`config.mk`:
```
export PLATFORM = sky130hd
export DESIGN_NAME = div_seq_flat
export DESIGN_NICKNAME = d
export VERILOG_FILES = /design/src/rtl/div_if.sv /design/src/rtl/div_seq.sv /design/src/flat_wrapper.sv
export SDC_FILE = /design/constraint.sdc
export NUM_CORES = 1
export LEC_CHECK = 0
export BUFFER_PORTS_ARGS = -buffer_cell sky130_fd_sc_hd__buf_2
export CAP_MARGIN = 20
export CORE_UTILIZATION = 45
export CTS_CLUSTER_DIAMETER = 40
export DETAILED_ROUTE_END_ITERATION = 10
export PLACE_DENSITY = 0.66
export SLEW_MARGIN = 20
export SYNTH_ARGS = -nofsm -noshare
export SYNTH_HDL_FRONTEND = slang
export SYNTH_SLANG_ARGS = --single-unit
```
`constraint.sdc`:
```
create_clock -name clk -period 7.55 [get_ports clk]
set_input_delay 1.1325 -clock clk [delete_from_list [all_inputs] [get_ports clk]]
set_output_delay 1.1325 -clock clk [all_outputs]
set_load 0.02 [all_outputs]
```
`src/rtl/div_if.sv`:
```
// div_if: divider request/result and shared-alu signals between core and div_seq.
// Ports (signals):
//   Div_Start, Div_Op[1:0], Div_A, Div_B      request from core
//   Div_Busy, Div_Done, Div_Result            status/result to core
//   Alu_A, Alu_B, Alu_Op[3:0]                 operands/opcode to the shared alu
//   Alu_Result                                combinational alu output back
// Modports: master = core/alu side, slave = div_seq.
interface div_if #(parameter int DWIDTH = 32);
    logic              Div_Start;
    logic [1:0]        Div_Op;
    logic [DWIDTH-1:0] Div_A;
    logic [DWIDTH-1:0] Div_B;
    logic              Div_Busy;
    logic              Div_Done;
    logic [DWIDTH-1:0] Div_Result;
    logic [DWIDTH-1:0] Alu_A;
    logic [DWIDTH-1:0] Alu_B;
    logic [3:0]        Alu_Op;
    logic [DWIDTH-1:0] Alu_Result;
    modport master (
        output Div_Start, Div_Op, Div_A, Div_B, Alu_Result,
        input  Div_Busy, Div_Done, Div_Result, Alu_A, Alu_B, Alu_Op
    );
    modport slave (
        input  Div_Start, Div_Op, Div_A, Div_B, Alu_Result,
        output Div_Busy, Div_Done, Div_Result, Alu_A, Alu_B, Alu_Op
    );
endinterface

```
`src/rtl/div_seq.sv`:
```
// div_seq: multi-cycle RV32M DIV/DIVU/REM/REMU sequencer (restoring, 1 bit/cycle) on the shared alu.
// Ports:
//   clk    in  rising-edge clock
//   reset  in  synchronous active-high reset; aborts any operation without a Done pulse
//   bus    div_if.slave: Div_Start/Div_Op/Div_A/Div_B in, Div_Busy/Div_Done/Div_Result out,
//          Alu_A/Alu_B/Alu_Op out to the alu, Alu_Result in from the alu
// Optional: define DIV_FAST_ZERO_EN to finish divide-by-zero in 2 cycles (IDLE->FIX->DONE).
module div_seq #(
    parameter int DWIDTH = 32
) (
    input logic  clk,
    input logic  reset,
    div_if.slave bus
);
    localparam int CW = $clog2(DWIDTH);
    localparam logic [3:0] OP_ADD = 4'b0000;
    localparam logic [3:0] OP_SUB = 4'b0001;
`ifdef DIV_FAST_ZERO_EN
    localparam bit FAST_ZERO = 1'b1;
`else
    localparam bit FAST_ZERO = 1'b0;
`endif

    typedef enum logic [2:0] {IDLE, PREP_A, PREP_B, ITER, FIX, DONE} state_t;

    state_t            state, state_n;
    logic              rem_r, sign_a, sign_b, b_zero;
    logic [DWIDTH-1:0] a_r, b_r, abs_b, r, q, result;
    logic [CW-1:0]     count;
    logic [DWIDTH-1:0] rs, fix_x, alu_a, alu_b;
    logic [3:0]        alu_op;
    logic              ge, negate;

    assign rs     = {r[DWIDTH-2:0], q[DWIDTH-1]};
    assign ge     = rs >= abs_b;
    assign fix_x  = rem_r ? r : q;
    assign negate = rem_r ? sign_a : (sign_a ^ sign_b);

    always_comb begin
        state_n = state;
        alu_a   = '0;
        alu_b   = '0;
        alu_op  = OP_ADD;
        case (state)
            IDLE: begin
                if (bus.Div_Start)
                    state_n = (FAST_ZERO && bus.Div_B == '0) ? FIX : PREP_A;
            end
            PREP_A: begin
                alu_op  = OP_SUB;
                alu_b   = a_r;
                state_n = PREP_B;
            end
            PREP_B: begin
                alu_op  = OP_SUB;
                alu_b   = b_r;
                state_n = ITER;
            end
            ITER: begin
                alu_op  = OP_SUB;
                alu_a   = rs;
                alu_b   = abs_b;
                state_n = (count == CW'(DWIDTH - 1)) ? FIX : ITER;
            end
            FIX: begin
                // Fast zero path never touched the alu; keep it parked at ADD 0,0.
                alu_op  = (FAST_ZERO && b_zero) ? OP_ADD : OP_SUB;
                alu_b   = (FAST_ZERO && b_zero) ? '0 : fix_x;
                state_n = DONE;
            end
            DONE:    state_n = IDLE;
            default: state_n = IDLE;
        endcase
    end

    always_ff @(posedge clk) begin
        if (reset) begin
            state  <= IDLE;
            rem_r  <= 1'b0;
            sign_a <= 1'b0;
            sign_b <= 1'b0;
            b_zero <= 1'b0;
            a_r    <= '0;
            b_r    <= '0;
            abs_b  <= '0;
            r      <= '0;
            q      <= '0;
            count  <= '0;
            result <= '0;
        end else begin
            state <= state_n;
            case (state)
                IDLE: begin
                    if (bus.Div_Start) begin
                        rem_r  <= bus.Div_Op[1];
                        sign_a <= ~bus.Div_Op[0] & bus.Div_A[DWIDTH-1];
                        sign_b <= ~bus.Div_Op[0] & bus.Div_B[DWIDTH-1];
                        b_zero <= bus.Div_B == '0;
                        a_r    <= bus.Div_A;
                        b_r    <= bus.Div_B;
                    end
                end
                // |A| goes straight into the quotient shift register.
                PREP_A: q <= sign_a ? bus.Alu_Result : a_r;
                PREP_B: begin
                    abs_b <= sign_b ? bus.Alu_Result : b_r;
                    r     <= '0;
                    count <= '0;
                end
                ITER: begin
                    r     <= ge ? bus.Alu_Result : rs;
                    q     <= {q[DWIDTH-2:0], ge};
                    count <= count + 1'b1;
                end
                FIX: begin
                    if (b_zero)
                        result <= rem_r ? a_r : '1;
                    else
                        result <= negate ? bus.Alu_Result : fix_x;
                end
                default: ;
            endcase
        end
    end

    assign bus.Div_Busy   = state != IDLE;
    assign bus.Div_Done   = state == DONE;
    assign bus.Div_Result = result;
    assign bus.Alu_A      = alu_a;
    assign bus.Alu_B      = alu_b;
    assign bus.Alu_Op     = alu_op;
endmodule
```
`src/flat_wrapper.sv`:
```
// flat-port wrapper written by rule: the top's interface ports become plain ports
module div_seq_flat 
#(
    parameter int DWIDTH = 32
)
  (clk, reset, bus_Div_Start, bus_Div_Op, bus_Div_A, bus_Div_B, bus_Alu_Result, bus_Div_Busy, bus_Div_Done, bus_Div_Result, bus_Alu_A, bus_Alu_B, bus_Alu_Op);
  div_if #(.DWIDTH(DWIDTH)) bus_i ();
  input logic clk;
  input logic reset;
  input wire logic [$bits(bus_i.Div_Start)-1:0] bus_Div_Start;
  input wire logic [$bits(bus_i.Div_Op)-1:0] bus_Div_Op;
  input wire logic [$bits(bus_i.Div_A)-1:0] bus_Div_A;
  input wire logic [$bits(bus_i.Div_B)-1:0] bus_Div_B;
  input wire logic [$bits(bus_i.Alu_Result)-1:0] bus_Alu_Result;
  output wire logic [$bits(bus_i.Div_Busy)-1:0] bus_Div_Busy;
  output wire logic [$bits(bus_i.Div_Done)-1:0] bus_Div_Done;
  output wire logic [$bits(bus_i.Div_Result)-1:0] bus_Div_Result;
  output wire logic [$bits(bus_i.Alu_A)-1:0] bus_Alu_A;
  output wire logic [$bits(bus_i.Alu_B)-1:0] bus_Alu_B;
  output wire logic [$bits(bus_i.Alu_Op)-1:0] bus_Alu_Op;
  assign bus_i.Div_Start = bus_Div_Start;
  assign bus_i.Div_Op = bus_Div_Op;
  assign bus_i.Div_A = bus_Div_A;
  assign bus_i.Div_B = bus_Div_B;
  assign bus_i.Alu_Result = bus_Alu_Result;
  assign bus_Div_Busy = bus_i.Div_Busy;
  assign bus_Div_Done = bus_i.Div_Done;
  assign bus_Div_Result = bus_i.Div_Result;
  assign bus_Alu_A = bus_i.Alu_A;
  assign bus_Alu_B = bus_i.Alu_B;
  assign bus_Alu_Op = bus_i.Alu_Op;
  div_seq #(.DWIDTH(DWIDTH)) u_core (.clk(clk), .reset(reset), .bus(bus_i));
endmodule
```
==> flow_summary.json, run 1 <==
{
  "status": "finished, final reports clean",
  "switchingPower_mw": 0.870,
  "rsz0062_at_grt": "no",
  "worst_slack_ps": 3360,
  "synth_area_leaders": "dfxtp_1 (37%), nand2_1 (10%), mux2i_1 (8.7%), a21oi_1 (8.0%), ha_1 (3.8%)",
  "powerDensity_mw_per_mm2": 238,
  "rows": 57,
  "fmax_mhz": 238,
  "peakVddDrop_mv": 0.132,
  "grt_max_degree": 90,
  "fin_setup_tns_ps": 0,
  "dp.final_hpwl_um": 23400,
  "die_y_um": 159,
  "clkTransAtPathRegs_ps": 50,
  "synth_top_area_frac": 0.369,
  "die-area_mm2": 0.0252,
  "root_buffer": "clkbuf_16",
  "leakage_nw": 5.30,
  "syn_inst": 1385,
  "clock_path_buffers": 3,
  "synth_top_area_cell": "dfxtp_1",
  "gr-total-overflow": 0,
  "finalCritPeriodShare": 0.556,
  "numCtsBuffers": 35,
  "start_util": 0.457,
  "tritoncts": "built",
  "global_route.usage.total": 0.283,
  "comb_power_share": 0.136,
  "die-width_um": 159,
  "port_buffers": 199,
  "maxSlewViolCount": 0,
  "cts_setup_buffers": 0,
  "core-area_mm2": 0.0242,
  "yosys.cell_count.top_type": "nand2_1",
  "clk_latency_ps": 500,
  "synth-edff-count": 0,
  "drt_pass1_iterations": 5,
  "fill_cells": 2354,
  "internal_power_mw": 2.29,
  "slew_headroom": 0.283,
  "path_max_fanout": 66,
  "synthTopCellsByCount": "nand2_1 (307), dfxtp_1 (204), a21oi_1 (178)",
  "synth-main-ff-cell": "dfxtp_1",
  "gp_congestion": 0.813,
  "postRouteAntennaNets": 0,
  "arrival_ps": 3060,
  "ys_ff_latch": 204,
  "multi_input_area_mm2": 0.00636,
  "vias_per_cell": 5.86,
  "wl_um": 36400,
  "cp-end-kind": "output pin",
  "finalHoldViolCount": 0,
  "postSynthAreaPerCell_um2": 8.00,
  "crit_type": "register to output pin",
  "antenna_found_initial": 0,
  "fin_nets": 1646,
  "cts_sinks": 204,
  "hold_class": "register to register",
  "worst_pin_slew_ps": 1070,
  "synthDistinctLibCells": 47,
  "synth_area_mm2": 0.0111,
  "hold_buffers": 0,
  "post-place-cells": 1798,
  "htreeDepth": 2,
  "seqPwrFrac": 0.371,
  "seq_area_frac_synth": 0.369,
  "fin_skew_ps": 15.2,
  "layout-drive-gt1-share": 0.214,
  "pwr-share-clk": 0.493,
  "p_sw_frac": 0.275,
  "ys.warnings.count": 0,
  "layout_min_cycle_time_ps": 4190,
  "place_ws_ps": 3890,
  "vias": 10901,
  "grt_pass1_vias": 10372,
  "wl_per_cell_um": 19.6,
  "final_cells": 1859,
  "final-setup-viol-count": 0,
  "grt_pass1_wl_um": 57600,
  "synth-async-reset-ratio": 0,
  "cp-start-kind": "register",
  "drtIter0Drc": 823,
  "antennaDiodeCount": 0,
  "area_growth_pct": 20.0,
  "ctsResizeCount": 0,
  "drc": 0,
  "ioPinCount": 203,
  "max_cap_viol_count": 0,
  "worstPathRequired_ps": 6420,
  "regArea_mm2": 0.00409
}
==> power groups by stage <==
stage          clock network, mW  registers (mW)  logic, mW
6_report                    1.56            1.17      0.431
5_1_grt                     1.63            1.18      0.474
4_1_cts                     1.58            1.17      0.432
3_5_place_dp                   0            1.19      0.429
3_3_place_gp                   0            1.19      0.425
2_1_floorplan                  0            1.18      0.309
==> stage by stage <==
stage	power, mW	instance area [µm²]	util	hold slack, ps
2_1_floorplan	1.49	11100	-	435
3_3_place_gp	1.62	12100	0.500	448
3_5_place_dp	1.62	12100	0.500	451
4_1_cts	3.18	13300	0.548	458
5_1_grt	3.29	13300	0.548	477
6_report	3.16	13300	0.548	456
==> layout make-up <==
| type | count | share of cell area |
|---|---|---|
| multi-input combinational | 1016 | 0.478 |
| sequential | 204 | 0.307 |
| timing repair buffer | 219 | 0.0864 |
| clock buffer | 46 | 0.0775 |
| tap | 324 | 0.0305 |
| clock inverter | 15 | 0.0103 |
| inverter | 35 | 0.00988 |
==> worst max-delay path, cell delays in order (launching register included) <==
cell and delay [ps]:
dfxtp_1 430, nand2b_1 300, nor2_4 640, buf_4 700, a221o_1 260, buf_2 160
==> cell usage in the layout, fill, tap and decap left out, types with 8 or more instances in the layout <==
cell	instances
a21oi_1	178
o211ai_1	33
clkinv_2	9
buf_4	21
nor2_1	74
a211oi_1	34
mux2i_1	96
nand2_1	305
nand4_1	38
and3_1	34
o221ai_1	32
buf_2	198
o22ai_1	32
a221o_1	32
o211ai_2	30
o21ai_0	8
dfxtp_1	201
inv_1	34
ha_1	34
nor4_1	9
clkbuf_16	37
==> cells by family (layout without fill, tap and decap cells) <==
family	count (synthesis)	in the layout	synth area share
AND/OR/NAND/NOR	489	489	0.191
AO/OA/AOI/OAI	392	392	0.249
flip-flops	204	204	0.369
buffers and inverters	167	315	0.0631
multiplexers	96	96	0.0868
adder cells (fa/ha/maj)	34	34	0.0384
XOR/XNOR	2	2	0.00226
other	1	3	0.000339
==> final timing paths <==
path,startpoint,endpoint,slack [ps],cells past startpoint
max,u_core.state[2],bus_Alu_B[18],3360,5
min,u_core.bus.Div_Result[19],u_core.bus.Div_Result[19],460,2
max reg2reg,u_core.state[1],u_core.r[7],4580,7
min reg2reg,u_core.bus.Div_Result[19],u_core.bus.Div_Result[19],460,2
==> routing by layer <==
| metal | track usage | wire (µm) | vias up |
|---|---|---|---|
| met1 | 0.374 | 16000 | 5172 |
| met2 | 0.473 | 17500 | 413 |
| met3 | 0.0400 | 2280 | 66 |
| met5 | 0 | 0 | - |
| li1 | - | - | 5250 |
| met4 | 0.0900 | 719 | 0 |
==> state kept, by name, summed over array words and instances (netlist names) <==
name and cells:
u_core.bus.Div_Result 32, u_core.count 5, u_core.sign_a 1, u_core.sign_b 1, u_core.r 32, u_core.rem_r 1, u_core.state 3, u_core.q 32
u_core.a_r 32, u_core.b_zero 1, u_core.b_r 32, u_core.abs_b 32
Power figures use the tool's default switching activity.
==> inputs of run 2 (changes only) <==
clock period = 4.4 ns   (was 7.55 ns; I/O delays follow)
==> run 2 against run 1 <==
  * Combinational power rose by 73%
  * Clock-buffer cell count fell by 3
  * Clock skew fell by 0.91 ps
  * Final cell count rose by 0.22%
  * Largest power group unchanged
  * Non-clock buffer count increased by 3
==> flow_summary.json, run 2 (synthesized netlist as in run 1, its figures left out) <==
{
  "status": "finished, final reports clean",
  "hold_end": "u_core.a_r[28]",
  "final-setup-viol-count": 0,
  "htreeDepth": 2,
  "root_buffer": "clkbuf_16",
  "rrSetupSlack_ps": 1540,
  "clkTransAtPathRegs_ps": 60,
  "fin_setup_tns_ps": 0,
  "tritoncts": "built",
  "antennaDiodeCount": 0,
  "finalCritPeriodShare": 0.796,
  "fin_nets": 1649,
  "slew_headroom": 0.265,
  "crit_slowest_cell": "nor2b_4",
  "drc": 0,
  "wl_per_cell_um": 19.6,
  "cp-end-kind": "output pin",
  "final_common_cell": "nand2_1",
  "die-width_um": 159,
  "core-area_mm2": 0.0242,
  "port_buffers": 199,
  "hold_depth": 3,
  "gr-total-overflow": 0,
  "global_route.usage.total": 0.284,
  "fin_skew_ps": 14.3,
  "vias": 11106,
  "cts_setup_buffers": 0,
  "ctsResizeCount": 0,
  "start_util": 0.457,
  "die-area_mm2": 0.0252,
  "drt_pass1_iterations": 5,
  "clock_path_buffers": 3,
  "grt_pass1_vias": 10480,
  "grt_max_degree": 122,
  "crit_type": "register to output pin",
  "mostFrequentLayoutCells": "nand2_1 (305), dfxtp_1 (201), buf_2 (198)",
  "grt_pass1_wl_um": 57900,
  "worstPathRequired_ps": 3740,
  "crit_chain": "nor2b_4, nand2_1, buf_4, o22ai_1, a221o_1, buf_2",
  "leakage_nw": 5.33,
  "rsz0062_at_grt": "no",
  "layout-drive-gt1-share": 0.214,
  "max_cap_viol_count": 0,
  "antenna_found_initial": 0,
  "die_y_um": 159,
  "min-delay-start": "bus_Div_A[28]",
  "worst_pin_slew_ps": 1100,
  "postRouteAntennaNets": 0,
  "cp-start-kind": "register",
  "maxSlewViolCount": 0,
  "vias_per_cell": 5.96,
  "ioPinCount": 203,
  "fill_cells": 2339,
  "finalHoldViolCount": 0,
  "fmax_mhz": 285,
  "rows": 57,
  "clk_latency_ps": 500,
  "cp_slowest_stage_delay_ps": 800,
  "r2r-start": "u_core.state[1]",
  "area_growth_pct": 20.9,
  "peakVddDrop_mv": 0.258,
  "dp.final_hpwl_um": 24100,
  "arrival_ps": 2840,
  "gp_congestion": 0.838,
  "path_max_fanout": 38,
  "powerDensity_mw_per_mm2": 414,
  "r2r_cells": 8,
  "drtIter0Drc": 866,
  "wl_um": 36600,
  "r2r_end": "u_core.r[16]",
  "cts_sinks": 204,
  "numCtsBuffers": 35,
  "hold_buffers": 0,
  "layout_min_cycle_time_ps": 3500,
  "hold_class": "primary input to register",
  "final_util": 0.552
}
## run 2: stage by stage
step                      hold WS [ps]  total power, mW  std cells  instance area [µm²]  setup WS [ps]
after CTS                          388             5.57       1863                13400            921
after global placement             443             2.78       1801                12200           1530
after floorplan                    435             2.55       1387                11100           1980
after detailed placement           445             2.80       1801                12200           1450
after global routing               400             5.74       1863                13400            736
final                              397             5.55       1863                13400            897
## run 2: layout make-up
| cell class | instances | area [µm²] | area share |
|---|---|---|---|
| multi-input combinational | 1016 | 6350 | 0.474 |
| sequential | 204 | 4090 | 0.305 |
| timing repair buffer | 222 | 1220 | 0.0912 |
| clock buffer | 43 | 936 | 0.0699 |
| tap | 324 | 405 | 0.0303 |
| clock inverter | 19 | 258 | 0.0192 |
| inverter | 35 | 131 | 0.00981 |
## run 2: power by group
group	internal (mW)	total (mW)	switching, mW
sequential	1.94	2.02	0.0793
clock	1.82	2.79	0.968
combinational	0.251	0.747	0.496
## run 2: worst max path at each step
stage | from | to | slack (ps) | cells past startpoint
floorplan | u_core.rem_r | bus_Alu_B[10] | 1980 | 5
global placement | u_core.state[0] | bus_Alu_B[17] | 1530 | 6
detailed placement | u_core.state[0] | bus_Alu_B[23] | 1450 | 6
CTS | u_core.state[0] | bus_Alu_B[23] | 920 | 6
global route | u_core.state[0] | bus_Alu_B[23] | 740 | 6
finish | u_core.state[0] | bus_Alu_B[23] | 900 | 6
## run 2: worst max-delay path, delay by kind of cell (launching register included)
family | cells | cell delay, ps
AOI/OAI and AO/OA | 2 | 400
buffers and inverters | 2 | 440
and+or+nand+nor | 2 | 950
DFF | 1 | 560
## run 2: routing by layer
layer / GRT usage / wire [µm] / vias up
met5: 0 / 0 / -
met4: 0.107 / 946 / 0
met3: 0.0436 / 2410 / 77
met2: 0.463 / 17300 / 430
met1: 0.378 / 15900 / 5339
li1: - / - / 5260
==> inputs of run 3 (changes only) <==
ABC_AREA = 1   (was default)
PLACE_DENSITY = 0.68   (was 0.66)
clock period = 2.8 ns   (was 4.4 ns; I/O delays follow)
==> run 3 against run 2 <==
  * Largest cell class unchanged
  * Global-route usage increased by 4.0 points
  * Sequential power grew 58%
  * Largest power group unchanged
  * Die area up 1.4%
  * Non-clock buffer count is 3 higher
  * Synthesized area is 1.4% higher
  * Worst hold slack got worse by 210 ps
  * Clock skew up 7.4 ps
  * Highest routed layer is now met5
  * Sequential share of layout area fell by 0.74 points
  * First-iteration DRC count is 82% higher
  * Routed wire length rose by 16%
==> flow_summary.json, run 3 <==
{
  "max_cap_viol_count": 0,
  "hold_class": "primary input to register",
  "final_util": 0.563,
  "final_common_cell": "nand2_1",
  "synth-edff-count": 0,
  "synthDistinctLibCells": 31,
  "fin_nets": 1997,
  "gp_congestion": 0.988,
  "maxSlewViolCount": 0,
  "synth_area_mm2": 0.0112,
  "synth_top_area_cell": "dfxtp_1",
  "core-area_mm2": 0.0244,
  "synth_area_leaders": "dfxtp_1 (36%), a21oi_1 (11%), nand2_1 (9.9%), inv_1 (9.5%), o21ai_0 (8.8%)",
  "min-delay-start": "bus_Div_A[24]",
  "clk_latency_ps": 510,
  "finalHoldViolCount": 0,
  "vias": 12295,
  "grt_max_degree": 96,
  "worstPathRequired_ps": 2380,
  "crit_type": "register to output pin",
  "wl_um": 42300,
  "clkTransAtPathRegs_ps": 60,
  "grt_pass1_wl_um": 64400,
  "layout-drive-gt1-share": 0.161,
  "area_growth_pct": 22.1,
  "gr-total-overflow": 0,
  "fmax_mhz": 357,
  "startpoint": "u_core.state[0]",
  "die-area_mm2": 0.0256,
  "htreeDepth": 2,
  "drtIter0Drc": 1573,
  "fin_setup_tns_ps": 0,
  "port_buffers": 199,
  "synth-async-reset-ratio": 0,
  "cp-start-kind": "register",
  "wl_per_cell_um": 19.1,
  "leakage_nw": 6.38,
  "drc": 0,
  "ys.warnings.count": 0,
  "postRouteAntennaNets": 0,
  "cts_sinks": 204,
  "clock_path_buffers": 3,
  "drt_pass1_iterations": 7,
  "layout_min_cycle_time_ps": 2800,
  "finalCritPeriodShare": 0.999,
  "grt_pass1_vias": 10972,
  "path_max_fanout": 44,
  "vias_per_cell": 5.56,
  "root_buffer": "clkbuf_16",
  "numCtsBuffers": 35,
  "synth-main-ff-cell": "dfxtp_1",
  "syn_inst": 1718,
  "rsz0062_at_grt": "yes",
  "r2r-start": "u_core.state[0]",
  "die_y_um": 160,
  "seq_area_frac_synth": 0.363,
  "antenna_found_initial": 2,
  "peakVddDrop_mv": 0.452,
  "ys_ff_latch": 204,
  "yosys.cell_count.top_type": "nand2_1",
  "worst_pin_slew_ps": 803,
  "rows": 57,
  "slew_headroom": 0.465,
  "start_util": 0.461,
  "mostFrequentLayoutCells": "nand2_1 (297), inv_1 (282), a21oi_1 (238)",
  "global_route.usage.total": 0.324,
  "postSynthAreaPerCell_um2": 6.54,
  "place_area_mm2": 0.0124,
  "fin_skew_ps": 21.7,
  "status": "finished, final reports clean",
  "synthTopCellsByCount": "nand2_1 (297), inv_1 (284), a21oi_1 (238)",
  "ioPinCount": 203,
  "die-width_um": 160,
  "cp-end-kind": "output pin",
  "tritoncts": "built",
  "fin_area_mm2": 0.0137,
  "dp.final_hpwl_um": 30300,
  "final-setup-viol-count": 0,
  "powerDensity_mw_per_mm2": 706,
  "arrival_ps": 2380,
  "synth_top_area_frac": 0.363
}
-- run 3: stage by stage --
| stage | power, mW | hold WS [ps] | instances | setup WS [ps] |
|---|---|---|---|---|
| detailed placement | 5.00 | 465 | 2149 | 402 |
| global route | 10.1 | 202 | 2211 | -20.0 |
| global placement | 4.98 | 457 | 2149 | 449 |
| finish | 9.68 | 189 | 2211 | 1.52 |
| floorplan | 4.37 | 442 | 1720 | 795 |
| CTS | 9.65 | 187 | 2210 | 67.4 |
-- run 3: where the power goes --
group / total (mW) / leakage (nW) / internal [mW] / switching [mW]
clock network: 4.68 / 0.609 / 3.16 / 1.53
registers: 3.20 / 1.66 / 3.09 / 0.114
logic: 1.80 / 4.10 / 0.513 / 1.29
-- run 3: kinds of logic (layout without fill, tap and decap cells) --
family / Yosys count / in the layout / synth area share
simple gates: 491 / 491 / 0.169
flops: 204 / 204 / 0.363
mux: 1 / 1 / 0.000891
compound gates: 574 / 574 / 0.287
buf+inv: 413 / 579 / 0.141
other cells: 1 / 4 / 0.000334
fa+ha+maj: 34 / 34 / 0.0379
-- run 3: worst max-delay path, cell delays in order, from the launching register on --
cell	delay [ps]
dfxtp_1	430
inv_2	70
nor2_2	130
inv_2	80
buf_4	190
nor2_2	240
inv_6	190
o221ai_1	310
buf_2	230
-- run 3: per-layer routing --
metal,GRT usage,up-vias,routed length (µm)
met5,0,-,13
met2,0.434,767,16600
met4,0.102,2,1130
li1,-,5918,-
met3,0.0831,87,5310
met1,0.495,5521,19300
-- run 3: final cells by class --
| cell class | instances | area (µm²) |
|---|---|---|
| Fill cell | 2421 | 10700 |
| Timing Repair Buffer | 225 | 1260 |
| Inverter | 293 | 1110 |
| Antenna cell | 1 | 2.50 |
| Tap cell | 324 | 405 |
| Sequential cell | 204 | 4090 |
| Multi-Input combinational cell | 1103 | 5580 |
| Clock inverter | 17 | 288 |
| Clock buffer | 44 | 992 |
-- run 3: worst paths after layout --
check             cells past startpoint              end  slack [ps]
setup reg to reg                      8    u_core.b_r[3]         460
hold reg to reg                       2  u_core.count[4]         480
hold / removal                        3   u_core.a_r[24]         190
setup / recovery                      8     bus_Alu_B[0]           2
-- run 3: timing repair --
| action | CTS | global route |
|---|---|---|
| setup endpoints to repair | 20 | 2 |
| hold buffers | 0 | 0 |
| resized for setup | 5 | 3 |
| buffers inserted | 0 | 0 |
